## src/rtl/alu_cmd_issuer.sv

```systemverilog
// alu_cmd_issuer: buffers ALU commands in a FIFO, issues them one at a time to an
// external fixed-latency ALU and returns captured results over a response handshake.
module alu_cmd_issuer #(
    parameter int DEPTH   = 4,
    parameter int ALU_LAT = 4
) (
    input  logic                     clk,
    input  logic                     reset,
    input  logic                     cmd_valid,
    output logic                     cmd_ready,
    input  logic [31:0]              cmd_a,
    input  logic [31:0]              cmd_b,
    input  logic [3:0]               cmd_op,
    input  logic                     cmd_cin,
    output logic [31:0]              alu_a,
    output logic [31:0]              alu_b,
    output logic [3:0]               alu_op,
    output logic                     alu_cin,
    input  logic [31:0]              alu_out,
    input  logic                     alu_z,
    input  logic                     alu_v,
    input  logic                     alu_c,
    input  logic                     alu_n,
    output logic                     rsp_valid,
    input  logic                     rsp_ready,
    output logic [31:0]              rsp_out,
    output logic [3:0]               rsp_flags,
    output logic [3:0]               rsp_op,
    output logic                     rsp_err,
    output logic                     busy,
    output logic [$clog2(DEPTH):0]   fifo_count
);
    localparam int AW = $clog2(DEPTH);
    localparam int CW = ALU_LAT > 1 ? $clog2(ALU_LAT) : 1;
    localparam logic [AW:0]   FULL = (AW+1)'(DEPTH);
    localparam logic [CW-1:0] LAST = CW'(ALU_LAT - 1);

    typedef struct packed {
        logic [31:0] a;
        logic [31:0] b;
        logic [3:0]  op;
        logic        cin;
    } cmd_t;

    typedef enum logic [1:0] {IDLE, WAIT, RESP} state_t;

    state_t        state_q, state_d;
    cmd_t          mem_q [DEPTH];
    cmd_t          mem_d [DEPTH];
    cmd_t          head;
    cmd_t          alu_q, alu_d;
    logic [AW-1:0] wr_q, wr_d, rd_q, rd_d;
    logic [AW:0]   count_q, count_d;
    logic [CW-1:0] cnt_q, cnt_d;
    logic [31:0]   rsp_out_q, rsp_out_d;
    logic [3:0]    rsp_flags_q, rsp_flags_d;
    logic [3:0]    rsp_op_q, rsp_op_d;
    logic          rsp_err_q, rsp_err_d;
    logic          push, pop;

    assign cmd_ready = count_q < FULL;
    assign push      = cmd_valid && cmd_ready;
    assign pop       = state_q == IDLE && count_q != '0;
    assign head      = mem_q[rd_q];

    always_comb begin
        mem_d       = mem_q;
        wr_d        = wr_q;
        rd_d        = rd_q;
        state_d     = state_q;
        cnt_d       = cnt_q;
        alu_d       = alu_q;
        rsp_out_d   = rsp_out_q;
        rsp_flags_d = rsp_flags_q;
        rsp_op_d    = rsp_op_q;
        rsp_err_d   = rsp_err_q;
        if (push) begin
            mem_d[wr_q] = '{a: cmd_a, b: cmd_b, op: cmd_op, cin: cmd_cin};
            wr_d        = wr_q + 1'b1;
        end
        if (pop)
            rd_d = rd_q + 1'b1;
        count_d = count_q + (AW+1)'(push) - (AW+1)'(pop);
        case (state_q)
            IDLE: if (pop) begin
                // Illegal ops never reach the ALU; they answer immediately with an error.
                if (head.op < 4'd14) begin
                    alu_d   = head;
                    cnt_d   = LAST;
                    state_d = WAIT;
                end else begin
                    rsp_err_d   = 1'b1;
                    rsp_out_d   = '0;
                    rsp_flags_d = '0;
                    rsp_op_d    = head.op;
                    state_d     = RESP;
                end
            end
            WAIT: if (cnt_q == '0) begin
                rsp_out_d   = alu_out;
                rsp_flags_d = {alu_n, alu_z, alu_v, alu_c};
                rsp_op_d    = alu_q.op;
                rsp_err_d   = 1'b0;
                state_d     = RESP;
            end else begin
                cnt_d = cnt_q - 1'b1;
            end
            RESP: state_d = rsp_ready ? IDLE : RESP;
            default: state_d = IDLE;
        endcase
    end

    always_ff @(posedge clk)
        mem_q <= mem_d;

    always_ff @(posedge clk or posedge reset) begin
        if (reset) begin
            state_q     <= IDLE;
            wr_q        <= '0;
            rd_q        <= '0;
            count_q     <= '0;
            cnt_q       <= '0;
            alu_q       <= '0;
            rsp_out_q   <= '0;
            rsp_flags_q <= '0;
            rsp_op_q    <= '0;
            rsp_err_q   <= 1'b0;
        end else begin
            state_q     <= state_d;
            wr_q        <= wr_d;
            rd_q        <= rd_d;
            count_q     <= count_d;
            cnt_q       <= cnt_d;
            alu_q       <= alu_d;
            rsp_out_q   <= rsp_out_d;
            rsp_flags_q <= rsp_flags_d;
            rsp_op_q    <= rsp_op_d;
            rsp_err_q   <= rsp_err_d;
        end
    end

    assign alu_a      = alu_q.a;
    assign alu_b      = alu_q.b;
    assign alu_op     = alu_q.op;
    assign alu_cin    = alu_q.cin;
    assign rsp_valid  = state_q == RESP;
    assign rsp_out    = rsp_out_q;
    assign rsp_flags  = rsp_flags_q;
    assign rsp_op     = rsp_op_q;
    assign rsp_err    = rsp_err_q;
    assign busy       = state_q != IDLE;
    assign fifo_count = count_q;
endmodule

```

## config.mk

```make
export PLATFORM = sky130hd
export DESIGN_NAME = alu_cmd_issuer
export DESIGN_NICKNAME = d
export VERILOG_FILES = /design/src/rtl/alu_cmd_issuer.sv
export SDC_FILE = /design/constraint.sdc
export NUM_CORES = 1
export LEC_CHECK = 0
export BUFFER_PORTS_ARGS = -buffer_cell sky130_fd_sc_hd__buf_2
export CORE_MARGIN = 1.5
export CORE_UTILIZATION = 40
export CTS_CLUSTER_DIAMETER = 50
export DETAILED_ROUTE_END_ITERATION = 8
export PLACE_DENSITY = 0.67
export SKIP_CTS_REPAIR_TIMING = 1
export SLEW_MARGIN = 20
export SYNTH_ARGS = -nofsm -noshare
export SYNTH_HDL_FRONTEND = slang
export SYNTH_SLANG_ARGS = --single-unit
```

## constraint.sdc

```tcl
create_clock -name clk -period 3.5 [get_ports clk]
set_input_delay 0.175 -clock clk [delete_from_list [all_inputs] [get_ports clk]]
set_output_delay 0.175 -clock clk [all_outputs]
set_load 0.02 [all_outputs]
```

; ---- After elaboration in Yosys (flattened, before gate mapping)
; Cells that the tools add are included.
; Widths: inputs -> output; s select.
[classes]
add_sub_neg = 5
n_mul = 0
div = 0
n_lt_le_gt_ge = 5
n_eq_ne = 7
n_shift = 0
n_mux = 31
n_bitwise = 2
n_reduce_logical = 12
[op_table]
columns = operator, n
row1 = $bwmux 276, 1
row2 = $mux 69, 3
row3 = $bmux 69 s2, 1
row4 = $demux 69 s2, 1
row5 = $mux 32, 3
row6 = $pmux 32 s2, 1
row7 = $mux 4, 6
row8 = $pmux 4 s2, 2
row9 = $mux 2, 7
row10 = $ne 2x2->1 const B, 4
row11 = $reduce_and 4->1, 2
row12 = $ge 3x3->1 const B, 2
row13 = $not 2->3, 2
row14 = $pmux 2 s3, 1
row15 = $add 2x1->2 const B, 2
row16 = $logic_not 2->1, 2
row17 = $lt 4x4->1 const B, 1
row18 = $pmux 2 s2, 1
row19 = $reduce_bool 2->1, 2
row20 = $add 3x1->3, 1
row21 = $logic_and 1x1->1, 3
row22 = $lt 3x1->1 const B, 1
row23 = $lt 3x3->1 const B, 1
row24 = $mux 1, 3
row25 = other kinds (9), 9
[word_totals]
regBits = 397
latch_bits = 0
ram_bits = 0
rom_bits = 0
input_bits = 109
out_inout_bits = 116
wordCells = 91
memories = 0

; ---- Logic depth before layout (Yosys ltp)
; Gate-level depths: netlist of the first run.
[logic_depth]
ltp_word = 8
depth_mapped = 11
mapped_depth_nobuf = 10

; ---- Least setup slack after synthesis of the first run
; OpenSTA, ideal clock, no wires.
[synth_timing]
path_type = reg2reg
start = reg count_q[2], in the netlist fifo_count[2]
end = reg mem_q[0] (netlist bit) (enable)
setup_ns = 0.435
arrival_time_ns = 2.490
required_time_ns = 3.065
slack_ns = 0.575
path_stages_with_launch = 4
path_buffers = 1
period_less_slack_ns = 2.925
cell_sequence = dfrtp_1 nor2b_1 clkbuf_1 and2_1
[synth_via]
elab_chain_len = 2
[synth_lines]
columns = element, line
row1 = start: declaration, 53  ; logic [AW:0] count_q, count_d;
row2 = start signal: assignment, 132  ; count_q <= count_d;
row3 = $lt 3x3->1, 61  ; assign cmd_ready = count_q < FULL;
row4 = $logic_and 1x1->1, 62  ; assign push = cmd_valid && cmd_ready;
row5 = end signal: assignment, 114  ; mem_q <= mem_d;
row6 = end: declaration, 48  ; cmd_t mem_q [DEPTH];
; No other way between the ends.
; A chain may end at the register's enable or synchronous reset.

; ---- Final worst setup path of the first run
[layout_timing]
start = reg rd_q[0]
end = reg alu_q (netlist bit alu_b[15])
[layout_via]
elab_chain_len = 6
[layout_lines]
columns = element, line
row1 = start: declaration, 52  ; logic [AW-1:0] wr_q, wr_d, rd_q, rd_d;
row2 = start signal: assignment, 131  ; rd_q <= rd_d;
row3 = $not 2->3 (implied by the code) (*), 64  ; assign head = mem_q[rd_q];
row4 = $bmux 69 s2 (*), 64
row5 = $mux 69 (implied by the code) (*) (2 in series), 64
row6 = $lt 4x4->1, 87  ; if (head.op < 4'd14) begin
row7 = $reduce_and 3->1 (no line), --
row8 = end signal: assignment, 134  ; alu_q <= alu_d;
row9 = end: declaration, 51  ; cmd_t alu_q, alu_d;
; Every way passes the cells marked *; elsewhere a longest branch is shown, timed or not. The select of a mux whose other input is x is not followed.

==> insert_results.sql, run 1 <==
INSERT INTO impl_metrics (metric_group, metric, value, unit) VALUES
('status', 'run_status', 'finished clean', ''),
('timing', 'final.period_utilization', '74.5', '%'),
('cts', 'numCtsBuffers', '48', ''),
('power_and_ir_drop', 'vdd_drop_max', '623', 'uV'),
('cts', 'clk_latency', '0.56', 'ns'),
('synth', 'netlist.top_cell.by_area', 'edfxtp_1', ''),
('synth', 'syn-num-nets', '865', ''),
('timing', 'maxClockFrequency', '384', 'MHz'),
('drt', 'drt_iter0_drcs', '391', ''),
('cells_and_area', 'final_layout_size_suffix_gt1_share', '34.6', '%'),
('grt', 'grt_antenna_before_repair', '1', ''),
('setup_path', 'worstPathMaxFanout', '45', ''),
('die', 'rows', '70', ''),
('synth', 'synth_edf_count', '276', ''),
('drt', 'routedWlPerCell', '19.3', 'um'),
('timing', 'timing_worst_slew_pin_value', '0.801', 'ns'),
('synth', 'synth_top_cell_area_share', '55.6', '%'),
('setup_path', 'critPathCaptureType', 'flip-flop', ''),
('grt', 'grt.total_usage', '16.1', '%'),
('placed_design', 'placed_area', '16700', 'sq um'),
('synth', 'synth_ff_type', 'edfxtp_1', ''),
('die', 'die_area', '38500', 'sq um'),
('cts', 'clock_tree.root_cell', 'clkbuf_16', ''),
('synth', 'ys_seq_elements', '397', ''),
('setup_path', 'worst-r2r-cell-count', '5', ''),
('synth', 'cell_with_the_most_instances_after_synthesis', 'edfxtp_1', ''),
('die', 'core-area', '36700', 'sq um'),
('synth', 'netlist_top_cells_count', 'edfxtp_1 (276), dfrtp_1 (121), mux4_2 (69)', ''),
('min_path', 'worst_hold_path_type', 'in2reg', ''),
('drt', 'final_antenna_net_count', '0', ''),
('cts', 'htree_num_levels', '2', ''),
('timing', 'final.min_clock_period', '2.61', 'ns'),
('min_path', 'hold_depth', '3', ''),
('cells_and_area', 'final_design_area_no_fill', '19300', 'sq um'),
('grt', 'grt_overflow', '0', ''),
('drt', 'totalWireLength', '31200', 'um'),
('timing', 'setup_viol', '0', ''),
('placed_design', 'place.gp.congestion', '0.694', ''),
('synth', 'synth.lib_cells_used.distinct', '33', ''),
('synth', 'netlist_top_cells_area', 'edfxtp_1 (56%), dfrtp_1 (20%), mux4_2 (10%)', ''),
('timing', 'sum_of_negative_setup_slack', '0', 'ns'),
('setup_path', 'worst_ep_arrival_time', '3.04', 'ns'),
('timing', 'rsz0062_at_grt', 'false', ''),
('cells_and_area', 'post_layout_nonfiller_instances', '1616', ''),
('synth', 'syn_inst', '748', ''),
('power_and_ir_drop', 'total_leakage_power', '7.46', 'nW'),
('cts', 'cts_max_path_buffers', '3', ''),
('drt', 'avgViaCountPerCell', '4.85', ''),
('run', 'maxCapViolations', '0', ''),
('drt', 'count_of_vias_placed_by_the_detailed_router', '7833', ''),
('die', 'initial_core_util', '40.6', '%'),
('cts', 'worst_setup_hold_path_clk_slew', '0.05', 'ns'),
('timing', 'slew_headroom', '46.6', '%'),
('placed_design', 'detailedPlace.worstSlack', '0.831', 'ns'),
('setup_path', 'slowest_stage', 'dfrtp_4', ''),
('setup_path', 'crit_chain', 'mux4_2 -> nand3_2 -> nand2_4 -> buf_12 -> mux2_1', ''),
('synth', 'postSynth.asyncResetShare', '30.5', '%'),
('setup_path', 'req_time_crit_path', '3.93', 'ns'),
('cts', 'clkSinkCount', '397', ''),
('placed_design', 'numPortBuffers', '224', ''),
('grt', 'grt_first_pass_wirelength', '46300', 'um'),
('placed_design', 'detailedPlacementHpwl', '17800', 'um'),
('timing', 'finalClockSkew', '0.0177', 'ns'),
('synth', 'synth_sequential_area_ratio', '75.9', '%'),
('die', 'dieWidth', '196', 'um'),
('cells_and_area', 'design.final.nets', '1226', ''),
('grt', 'pin_count_of_the_biggest_net_entering_global_routing', '80', ''),
('die', 'io-pin-count', '225', ''),
('setup_path', 'critical_path_class', 'reg2reg', ''),
('placed_design', 'dp.cells', '1420', ''),
('setup_path', 'critical_path.startpoint_type', 'flip-flop', '');
[per-layer routing]
layer / GRT usage, % / part of all wire, %
met2: 26.3 / 49
met3: 4.90 / 5.5
met5: 0 / 0
met1: 20.5 / 44
met4: 5.41 / 1.9
[cell type report]
class,instances,area [sq um]
fill,2915,17400
clock buffer,67,1320
timing repair buffer,345,2380
inverter,48,185
antenna,1,2.50
clock inverter,21,169
sequential,397,11300
tap,468,586
multi-input combinational,269,3280
[placed cells by master (no fill, tap or decap), drive strengths merged, types with 2 or more instances in the layout]
cell type / instances
edfxtp: 276
buf: 238
dfrtp: 121
dlygate4sd3: 107
mux2: 71
mux4: 69
clkbuf: 67
inv: 56
nand2: 52
mux2i: 36
clkinv: 10
ha: 7
nor2: 6
xnor2: 5
and2: 4
a21oi: 3
nor2b: 3
o21ai: 3
or2: 2
clkinvlp: 2
[per-stage QoR]
stage                     power (mW)  util [%]
final                           17.1      52.5
after global routing            18.0      52.5
after global placement          12.4      45.5
after floorplan                 10.7         -
after CTS                       17.3      49.5
after detailed placement        12.6      45.5
[critical path: cells and delay by family, from the launching register on]
family        cells  cell delay [ns]
mux               2             0.95
flops             1             0.70
buf+inv           1             0.33
simple gates      2             0.46
[final timing paths]
| check | start | endpoint | slack, ns |
|---|---|---|---|
| min in group asynchronous | reset | rsp_out[3] | 0.31 |
| max | rd_q[0] | alu_b[15] | 0.89 |
| max in group asynchronous | reset | alu_a[8] | 2.41 |
| min | cmd_valid | wr_q[0] | 0.16 |
| max reg2reg | rd_q[0] | alu_b[15] | 0.89 |
| min reg2reg | cnt_q[0] | cnt_q[0] | 0.48 |
[where the power goes]
| part | total (mW) | switching (mW) | internal, mW |
|---|---|---|---|
| Sequential | 6.87 | 0.599 | 6.27 |
| Combinational | 5.56 | 3.11 | 2.45 |
| Clock | 4.63 | 1.89 | 2.74 |
| Total | 17.1 | 5.60 | 11.5 |
[registers in the layout, indices dropped and copies added, names as in the netlist]
name        flops
rsp_flags       4
state_q         2
fifo_count      3
mem_q         276
rsp_out        32
alu_op          4
alu_cin         1
alu_b          32
wr_q            2
rsp_op          4
alu_a          32
rd_q            2
rsp_err         1
cnt_q           2
[logic make-up (layout without fill, tap and decap cells)]
| family | after synthesis | in the layout | synth area share [%] |
|---|---|---|---|
| and+or+nand+nor | 70 | 70 | 2.00 |
| xor gates and xnor gates | 5 | 5 | 0.294 |
| adders and majority gates | 8 | 8 | 0.721 |
| AOI/OAI and AO/OA | 10 | 10 | 0.428 |
| DFF | 397 | 397 | 75.9 |
| buffers and inverters | 82 | 481 | 2.29 |
| other | 0 | 1 | 0 |
| muxes | 176 | 176 | 18.4 |
No activity file was read; power rests on OpenSTA's default activity.
==> inputs of run 2 (changes only) <==
==> constraint.sdc (replaced) <==
create_clock -name clk -period 2.1 [get_ports clk]
set_input_delay 0.105 -clock clk [delete_from_list [all_inputs] [get_ports clk]]
set_output_delay 0.105 -clock clk [all_outputs]
set_load 0.02 [all_outputs]
==> run 2 against run 1 <==
Maximum frequency up 28%. Wire length down 0.35%. Flip-flop and latch count unchanged. Combinational power up 80%. Largest power group unchanged. Highest routed layer unchanged.
==> insert_results.sql, run 2 (synthesized netlist as in run 1, its figures left out) <==
INSERT INTO impl_metrics (metric_group, metric, value, unit) VALUES
('status', 'run_status', 'finished clean', ''),
('cells_and_area', 'largest_register_ff_count', '276', ''),
('cells_and_area', 'mostFrequentLayoutCells', 'edfxtp_1 (276), buf_2 (224), dfrtp_1 (119), dlygate4sd3_1 (107), mux4_2 (69)', ''),
('run', 'maxCapViolations', '0', ''),
('setup_path', 'worst_ep_arrival_time', '2.47', 'ns'),
('cts', 'tritoncts', 'done', ''),
('cells_and_area', 'area.growth.synth_to_final', '31.4', '%'),
('timing', 'final.period_utilization', '96.7', '%'),
('die', 'io-pin-count', '225', ''),
('die', 'rows', '70', ''),
('timing', 'final.min_clock_period', '2.03', 'ns'),
('setup_path', 'endpoint_of_the_most_critical_register_to_register_path', 'fifo_count[2]', ''),
('cts', 'htree_num_levels', '2', ''),
('drt', 'first_pass_drt_iterations', '4', ''),
('cts', 'clk_latency', '0.55', 'ns'),
('setup_path', 'critical_path_class', 'reg2reg', ''),
('die', 'initial_core_util', '40.6', '%'),
('drt', 'final_antenna_net_count', '0', ''),
('drt', 'drt_iter0_drcs', '304', ''),
('timing', 'sum_of_negative_setup_slack', '0', 'ns'),
('cts', 'clock_tree.root_cell', 'clkbuf_16', ''),
('timing', 'slew_headroom', '63.7', '%'),
('cells_and_area', 'final_layout_size_suffix_gt1_share', '36.5', '%'),
('grt', 'grt.total_usage', '15.9', '%'),
('setup_path', 'slowest_stage', 'dfrtp_1', ''),
('setup_path', 'worst-r2r-setup-slack', '0.07', 'ns'),
('cts', 'worst_setup_hold_path_clk_slew', '0.06', 'ns'),
('die', 'chipHeight', '196', 'um'),
('cells_and_area', 'postLayoutCoreUtil', '53.4', '%'),
('power_and_ir_drop', 'finalPower', '29.3', 'mW'),
('power_and_ir_drop', 'total_leakage_power', '7.61', 'nW'),
('min_path', 'holdPathEnd', 'wr_q[0]', ''),
('drt', 'drc', '0', ''),
('setup_path', 'worstPathMaxFanout', '2', ''),
('timing', 'timing_worst_slew_pin_value', '0.544', 'ns'),
('timing', 'setup_viol', '0', ''),
('placed_design', 'place.gp.congestion', '0.697', ''),
('cells_and_area', 'final.fill_count', '2897', ''),
('die', 'core-area', '36700', 'sq um'),
('timing', 'maxClockFrequency', '492', 'MHz'),
('drt', 'totalWireLength', '31100', 'um'),
('timing', 'hold_viol_final', '0', ''),
('drt', 'count_of_vias_placed_by_the_detailed_router', '7877', ''),
('setup_path', 'critical_path.startpoint', 'state_q[1]', ''),
('setup_path', 'critPathCaptureType', 'flip-flop', ''),
('grt', 'grt_pass1_vias', '7994', ''),
('cells_and_area', 'design.final.nets', '1240', ''),
('power_and_ir_drop', 'power_per_cell_area', '1490', 'nW/um^2'),
('setup_path', 'req_time_crit_path', '2.54', 'ns'),
('drt', 'routedWlPerCell', '19.1', 'um'),
('min_path', 'hold_start', 'cmd_valid', ''),
('power_and_ir_drop', 'vdd_drop_max', '942', 'uV'),
('drt', 'avgViaCountPerCell', '4.84', ''),
('setup_path', 'worst-r2r-cell-count', '10', ''),
('cts', 'cts_max_path_buffers', '3', ''),
('grt', 'grt_overflow', '0', ''),
('setup_path', 'timing.critical_path.buf_inv', '3', ''),
('timing', 'hold_ws', '0.122', 'ns'),
('min_path', 'worst_hold_path_type', 'in2reg', ''),
('die', 'die_area', '38500', 'sq um'),
('grt', 'grt_antenna_before_repair', '1', ''),
('placed_design', 'detailedPlacementHpwl', '17900', 'um'),
('placed_design', 'placed_area', '17000', 'sq um'),
('grt', 'pin_count_of_the_biggest_net_entering_global_routing', '83', ''),
('cts', 'numCtsBuffers', '46', ''),
('timing', 'finalMaxSlewViolations', '0', ''),
('setup_path', 'worst_r2r_startpoint', 'state_q[1]', ''),
('cells_and_area', 'mostFrequentLayoutCell', 'edfxtp_1', ''),
('grt', 'grt_first_pass_wirelength', '46200', 'um'),
('min_path', 'hold_depth', '4', ''),
('timing', 'rsz0062_at_grt', 'false', ''),
('cts', 'clkSinkCount', '397', ''),
('setup_path', 'path_delay_family', 'adder cells', ''),
('cells_and_area', 'top_register', 'mem_q', ''),
('setup_path', 'critical-path-max-stage-delay', '0.37', 'ns'),
('cells_and_area', 'final_design_area_no_fill', '19600', 'sq um'),
('die', 'dieWidth', '196', 'um'),
('timing', 'finalClockSkew', '0.0142', 'ns'),
('placed_design', 'numPortBuffers', '224', ''),
('setup_path', 'critical_path.startpoint_type', 'flip-flop', ''),
('setup_path', 'crit_chain', 'or2_4 -> or2_4 -> inv_6 -> ha_4 -> inv_2 -> ha_4 -> inv_2 -> fa_2 -> xnor2_2 -> xnor2_1', '');
## run 2: cell count changes in the layout (fill, tap and decap cells not counted), moves of 3 or more
cell / change
buf_12: +8
buf_4: +7
bufinv_16: +4
clkbuf_1: -5
clkinv_4: +4
inv_6: -3
## run 2: worst max-delay path by stage
stage / to / slack (ns) / depth (start not counted)
2_1_floorplan: fifo_count[2] / -0.13 / 11
3_3_place_gp: fifo_count[2] / 0.02 / 10
3_5_place_dp: fifo_count[2] / 0.01 / 10
4_1_cts: fifo_count[2] / 0.005 / 10
5_1_grt: alu_a[14] / 0.006 / 5
6_report: fifo_count[2] / 0.07 / 10
## run 2: stage by stage
step,setup WS [ns],std cells
3_3_place_gp,0.0248,1436
6_report,0.0694,1629
2_1_floorplan,-0.127,748
3_5_place_dp,0.0135,1436
4_1_cts,0.00517,1521
5_1_grt,0.00601,1629
## run 2: worst register-to-register path, cell delays in order (launching register included)
cell and delay, ns:
dfrtp_1 0.37, or2_4 0.25, or2_4 0.25, inv_6 0.06
ha_4 0.18, inv_2 0.05, ha_4 0.11, inv_2 0.03
fa_2 0.34, xnor2_2 0.14, xnor2_1 0.12
## run 2: final cells by class
| class | instances | area (sq um) | area share (%) |
|---|---|---|---|
| repair buffers | 361 | 2630 | 13.4 |
| clock buffers | 60 | 1250 | 6.40 |
| flip-flops and latches | 397 | 11300 | 57.8 |
| inverters | 48 | 189 | 0.964 |
| diodes | 1 | 2.50 | 0.0128 |
| clock inverters | 25 | 290 | 1.48 |
| well taps | 468 | 586 | 2.99 |
| multi-input cells | 269 | 3330 | 17.0 |
## run 2: where the power goes
group	leakage [nW]	switching [mW]	internal [mW]	total, mW
sequential	3.95	0.805	10.5	11.3
clock	0.759	3.14	4.88	8.01
combinational	2.90	5.48	4.51	9.99
total	7.61	9.42	19.8	29.3
## run 2: layer usage
layer / GRT usage, % / up-vias / wire (um)
met5: 0 / - / 0
li1: - / 3612 / -
met2: 27.0 / 221 / 15600
met4: 4.42 / 0 / 575
met3: 5.64 / 47 / 1960
met1: 19.3 / 3997 / 12900
==> inputs of run 3 (changes only) <==
--- a/config.mk
+++ b/config.mk
@@ -5,12 +5,13 @@
 export SDC_FILE = /design/constraint.sdc
 export NUM_CORES = 1
 export LEC_CHECK = 0
+export ABC_AREA = 1
 export BUFFER_PORTS_ARGS = -buffer_cell sky130_fd_sc_hd__buf_2
-export CORE_MARGIN = 1.5
+export CORE_MARGIN = 10
 export CORE_UTILIZATION = 40
 export CTS_CLUSTER_DIAMETER = 50
 export DETAILED_ROUTE_END_ITERATION = 8
-export PLACE_DENSITY = 0.67
+export PLACE_DENSITY = 0.66
 export SKIP_CTS_REPAIR_TIMING = 1
 export SLEW_MARGIN = 20
 export SYNTH_ARGS = -nofsm -noshare
==> constraint.sdc (replaced) <==
create_clock -name clk -period 2.1 [get_ports clk]
set_input_delay 0.105 -clock clk [delete_from_list [all_inputs] [get_ports clk]]
set_output_delay 0.105 -clock clk [all_outputs]
set_load 0.05 [all_outputs]
==> run 3 against run 2 <==
Synthesized area is 4.1% higher. Synthesized cell count rose by 77%. Flip-flop and latch count unchanged. Global-route usage about the same.
==> insert_results.sql, run 3 <==
INSERT INTO impl_metrics (metric_group, metric, value, unit) VALUES
('setup_path', 'critical_path_class', 'reg2reg', ''),
('synth', 'synth_ff_type', 'edfxtp_1', ''),
('cells_and_area', 'area.growth.synth_to_final', '28.8', '%'),
('setup_path', 'req_time_crit_path', '2.56', 'ns'),
('cts', 'tritoncts', 'done', ''),
('synth', 'synth_sequential_area_ratio', '72.9', '%'),
('grt', 'grt_first_pass_wirelength', '59500', 'um'),
('setup_path', 'worst_ep_arrival_time', '2.56', 'ns'),
('cts', 'clkSinkCount', '397', ''),
('cts', 'worst_setup_hold_path_clk_slew', '0.06', 'ns'),
('timing', 'timing_worst_slew_pin_value', '0.537', 'ns'),
('timing', 'hold_viol_final', '0', ''),
('drt', 'totalWireLength', '39900', 'um'),
('cts', 'clock_tree.root_cell', 'clkbuf_16', ''),
('cells_and_area', 'mostFrequentLayoutCells', 'edfxtp_1 (276), nand2_1 (261), buf_2 (224), nor2_1 (174), o21ai_0 (137)', ''),
('drt', 'drt_iter0_drcs', '1138', ''),
('cells_and_area', 'largest_register_ff_count', '276', ''),
('die', 'rows', '72', ''),
('cts', 'numCtsBuffers', '45', ''),
('timing', 'finalMaxSlewViolations', '0', ''),
('synth', 'netlist_top_cells_count', 'edfxtp_1 (276), nand2_1 (265), nor2_1 (179)', ''),
('cells_and_area', 'final_layout_size_suffix_gt1_share', '20.9', '%'),
('cts', 'cts_max_path_buffers', '3', ''),
('power_and_ir_drop', 'vdd_drop_max', '771', 'uV'),
('grt', 'grt_antenna_before_repair', '3', ''),
('grt', 'pin_count_of_the_biggest_net_entering_global_routing', '94', ''),
('timing', 'final.period_utilization', '99.8', '%'),
('placed_design', 'numPortBuffers', '224', ''),
('min_path', 'worst_hold_path_type', 'in2async', ''),
('synth', 'ys_seq_elements', '397', ''),
('status', 'run_status', 'finished clean', ''),
('die', 'die_area', '47100', 'sq um'),
('grt', 'grt.total_usage', '15.9', '%'),
('placed_design', 'place.gp.congestion', '0.790', ''),
('setup_path', 'critical_path.startpoint', 'fifo_count[0]', ''),
('setup_path', 'worst-r2r-cell-count', '11', ''),
('placed_design', 'detailedPlacementHpwl', '22900', 'um'),
('timing', 'finalClockSkew', '0.0206', 'ns'),
('placed_design', 'detailedPlace.worstSlack', '0.0561', 'ns'),
('synth', 'synth.lib_cells_used.distinct', '24', ''),
('synth', 'synthesis.yosys.warnings', '0', ''),
('cts', 'htree_num_levels', '2', ''),
('timing', 'setup_viol', '0', ''),
('setup_path', 'worst-r2r-setup-slack', '0.005', 'ns'),
('setup_path', 'endpoint_of_the_most_critical_register_to_register_path', 'fifo_count[2]', ''),
('placed_design', 'dp.cells', '2015', ''),
('placed_design', 'placed_area', '17400', 'sq um'),
('synth', 'syn-cell-area', '15500', 'sq um'),
('drt', 'count_of_vias_placed_by_the_detailed_router', '11000', ''),
('synth', 'cell_with_the_most_instances_after_synthesis', 'edfxtp_1', ''),
('die', 'core-area', '38600', 'sq um'),
('drt', 'first_pass_drt_iterations', '5', ''),
('setup_path', 'worst_r2r_startpoint', 'fifo_count[0]', ''),
('synth', 'netlist.top_cell.by_area', 'edfxtp_1', ''),
('power_and_ir_drop', 'total_leakage_power', '8.41', 'nW'),
('synth', 'synth_edf_count', '276', ''),
('synth', 'syn-num-nets', '1442', ''),
('grt', 'grt_overflow', '0', ''),
('synth', 'netlist_top_cells_area', 'edfxtp_1 (53%), dfrtp_1 (20%), nand2_1 (6.4%)', ''),
('synth', 'mapped_avg_cell_area', '11.7', 'sq um'),
('die', 'io-pin-count', '225', ''),
('drt', 'final_antenna_net_count', '0', ''),
('die', 'initial_core_util', '40.3', '%'),
('synth', 'synth_top_cell_area_share', '53.4', '%'),
('setup_path', 'critPathCaptureType', 'flip-flop', ''),
('drt', 'drc', '0', ''),
('cells_and_area', 'design.final.nets', '1772', ''),
('timing', 'final.min_clock_period', '2.10', 'ns'),
('setup_path', 'destination_of_the_critical_timing_path', 'fifo_count[2]', ''),
('setup_path', 'critical_path.startpoint_type', 'flip-flop', ''),
('grt', 'grt_pass1_vias', '10500', ''),
('drt', 'routedWlPerCell', '18.0', 'um'),
('synth', 'postSynth.asyncResetShare', '30.5', '%'),
('timing', 'layout_setup_ws', '0.00498', 'ns'),
('setup_path', 'worstPathMaxFanout', '3', ''),
('cells_and_area', 'top_register', 'mem_q', ''),
('synth', 'syn_inst', '1325', ''),
('die', 'dieWidth', '217', 'um'),
('drt', 'avgViaCountPerCell', '5.00', ''),
('cts', 'clk_latency', '0.57', 'ns'),
('timing', 'maxClockFrequency', '477', 'MHz'),
('cells_and_area', 'final_design_area_no_fill', '20000', 'sq um'),
('die', 'chipHeight', '217', 'um'),
('run', 'maxCapViolations', '0', ''),
('power_and_ir_drop', 'power_per_cell_area', '1600', 'nW/um^2'),
('cells_and_area', 'mostFrequentLayoutCell', 'edfxtp_1', ''),
('cells_and_area', 'post_layout_nonfiller_instances', '2210', ''),
('timing', 'slew_headroom', '64.2', '%');
==> run 3: cell count changes after synthesis, moves of 36 or more <==
| cell | previous run | this run |
|---|---|---|
| o22ai_1 | 0 | 65 |
| mux2i_1 | 36 | 0 |
| o21ai_0 | 1 | 137 |
| nand2_1 | 51 | 265 |
| mux4_2 | 69 | 0 |
| nand3_1 | 0 | 119 |
| nor2_1 | 6 | 179 |
| mux2_1 | 63 | 0 |
==> run 3: layout make-up <==
class / count / area (sq um)
clock inverters: 24 / 216
clock buffers: 59 / 1240
flip-flops and latches: 397 / 11300
multi-input cells: 783 / 3650
fillers: 3283 / 18600
inverters: 62 / 248
repair buffers: 366 / 2660
diodes: 1 / 2.50
well taps: 518 / 648
==> run 3: where the power goes <==
part           internal, mW  switching, mW  total (mW)
Sequential             10.3          0.811        11.1
Clock                  4.46           3.15        7.61
Combinational          3.55           9.77        13.3
==> run 3: cell families (layout without fill, tap and decap cells) <==
logic type / Yosys count / count (layout) / synth area share [%]
simple gates: 567 / 567 / 14.8
xor+xnor: 4 / 4 / 0.226
compound gates: 204 / 204 / 7.10
buf+inv: 145 / 511 / 4.30
fa+ha+maj: 8 / 8 / 0.693
other cells: 0 / 1 / 0
flops: 397 / 397 / 72.9
==> run 3: metrics by stage <==
stage | hold slack (ns) | utilization, % | TNS, ns | total power [mW]
CTS | -0.581 | 48.8 | 0 | 31.9
floorplan | 0.204 | - | -114.51 | 20.5
finish | 0.00762 | 51.8 | 0 | 32.0
global route | 0.0273 | 51.8 | -0.0736 | 33.9
detailed placement | 0.0250 | 45.0 | 0 | 24.2
global placement | 0.0218 | 45.0 | 0 | 23.9
==> run 3: worst min-delay path by stage <==
stage                     startpoint           to  cells past startpoint
after floorplan              cmd_cin     mem_q[0]                      0
after global placement         reset  rsp_out[31]                      2
after detailed placement       reset  rsp_out[31]                      2
after CTS                      reset  rsp_out[31]                      2
after global routing           reset   rsp_out[1]                      3
final                          reset  rsp_out[31]                      3
==> run 3: routing by layer <==
metal / global-route usage [%] / part of all wire (%) / wire length [um] / vias to the layer above
met1: 20.3 / 43 / 17200 / 5377
li1: - / - / - / 5249
met2: 25.9 / 48 / 19300 / 355
met3: 4.15 / 6.6 / 2620 / 62
met5: 0 / 0.050 / 20 / -
met4: 5.64 / 1.8 / 721 / 4
==> run 3: critical path, stage by stage, from the launching register on <==
cell	delay, ns
dfrtp_1	0.42
nor2_1	0.16
nand2_2	0.09
nand2_4	0.10
inv_4	0.04
ha_4	0.20
inv_2	0.06
ha_4	0.12
inv_2	0.04
fa_2	0.40
xnor2_2	0.20
xor2_1	0.19
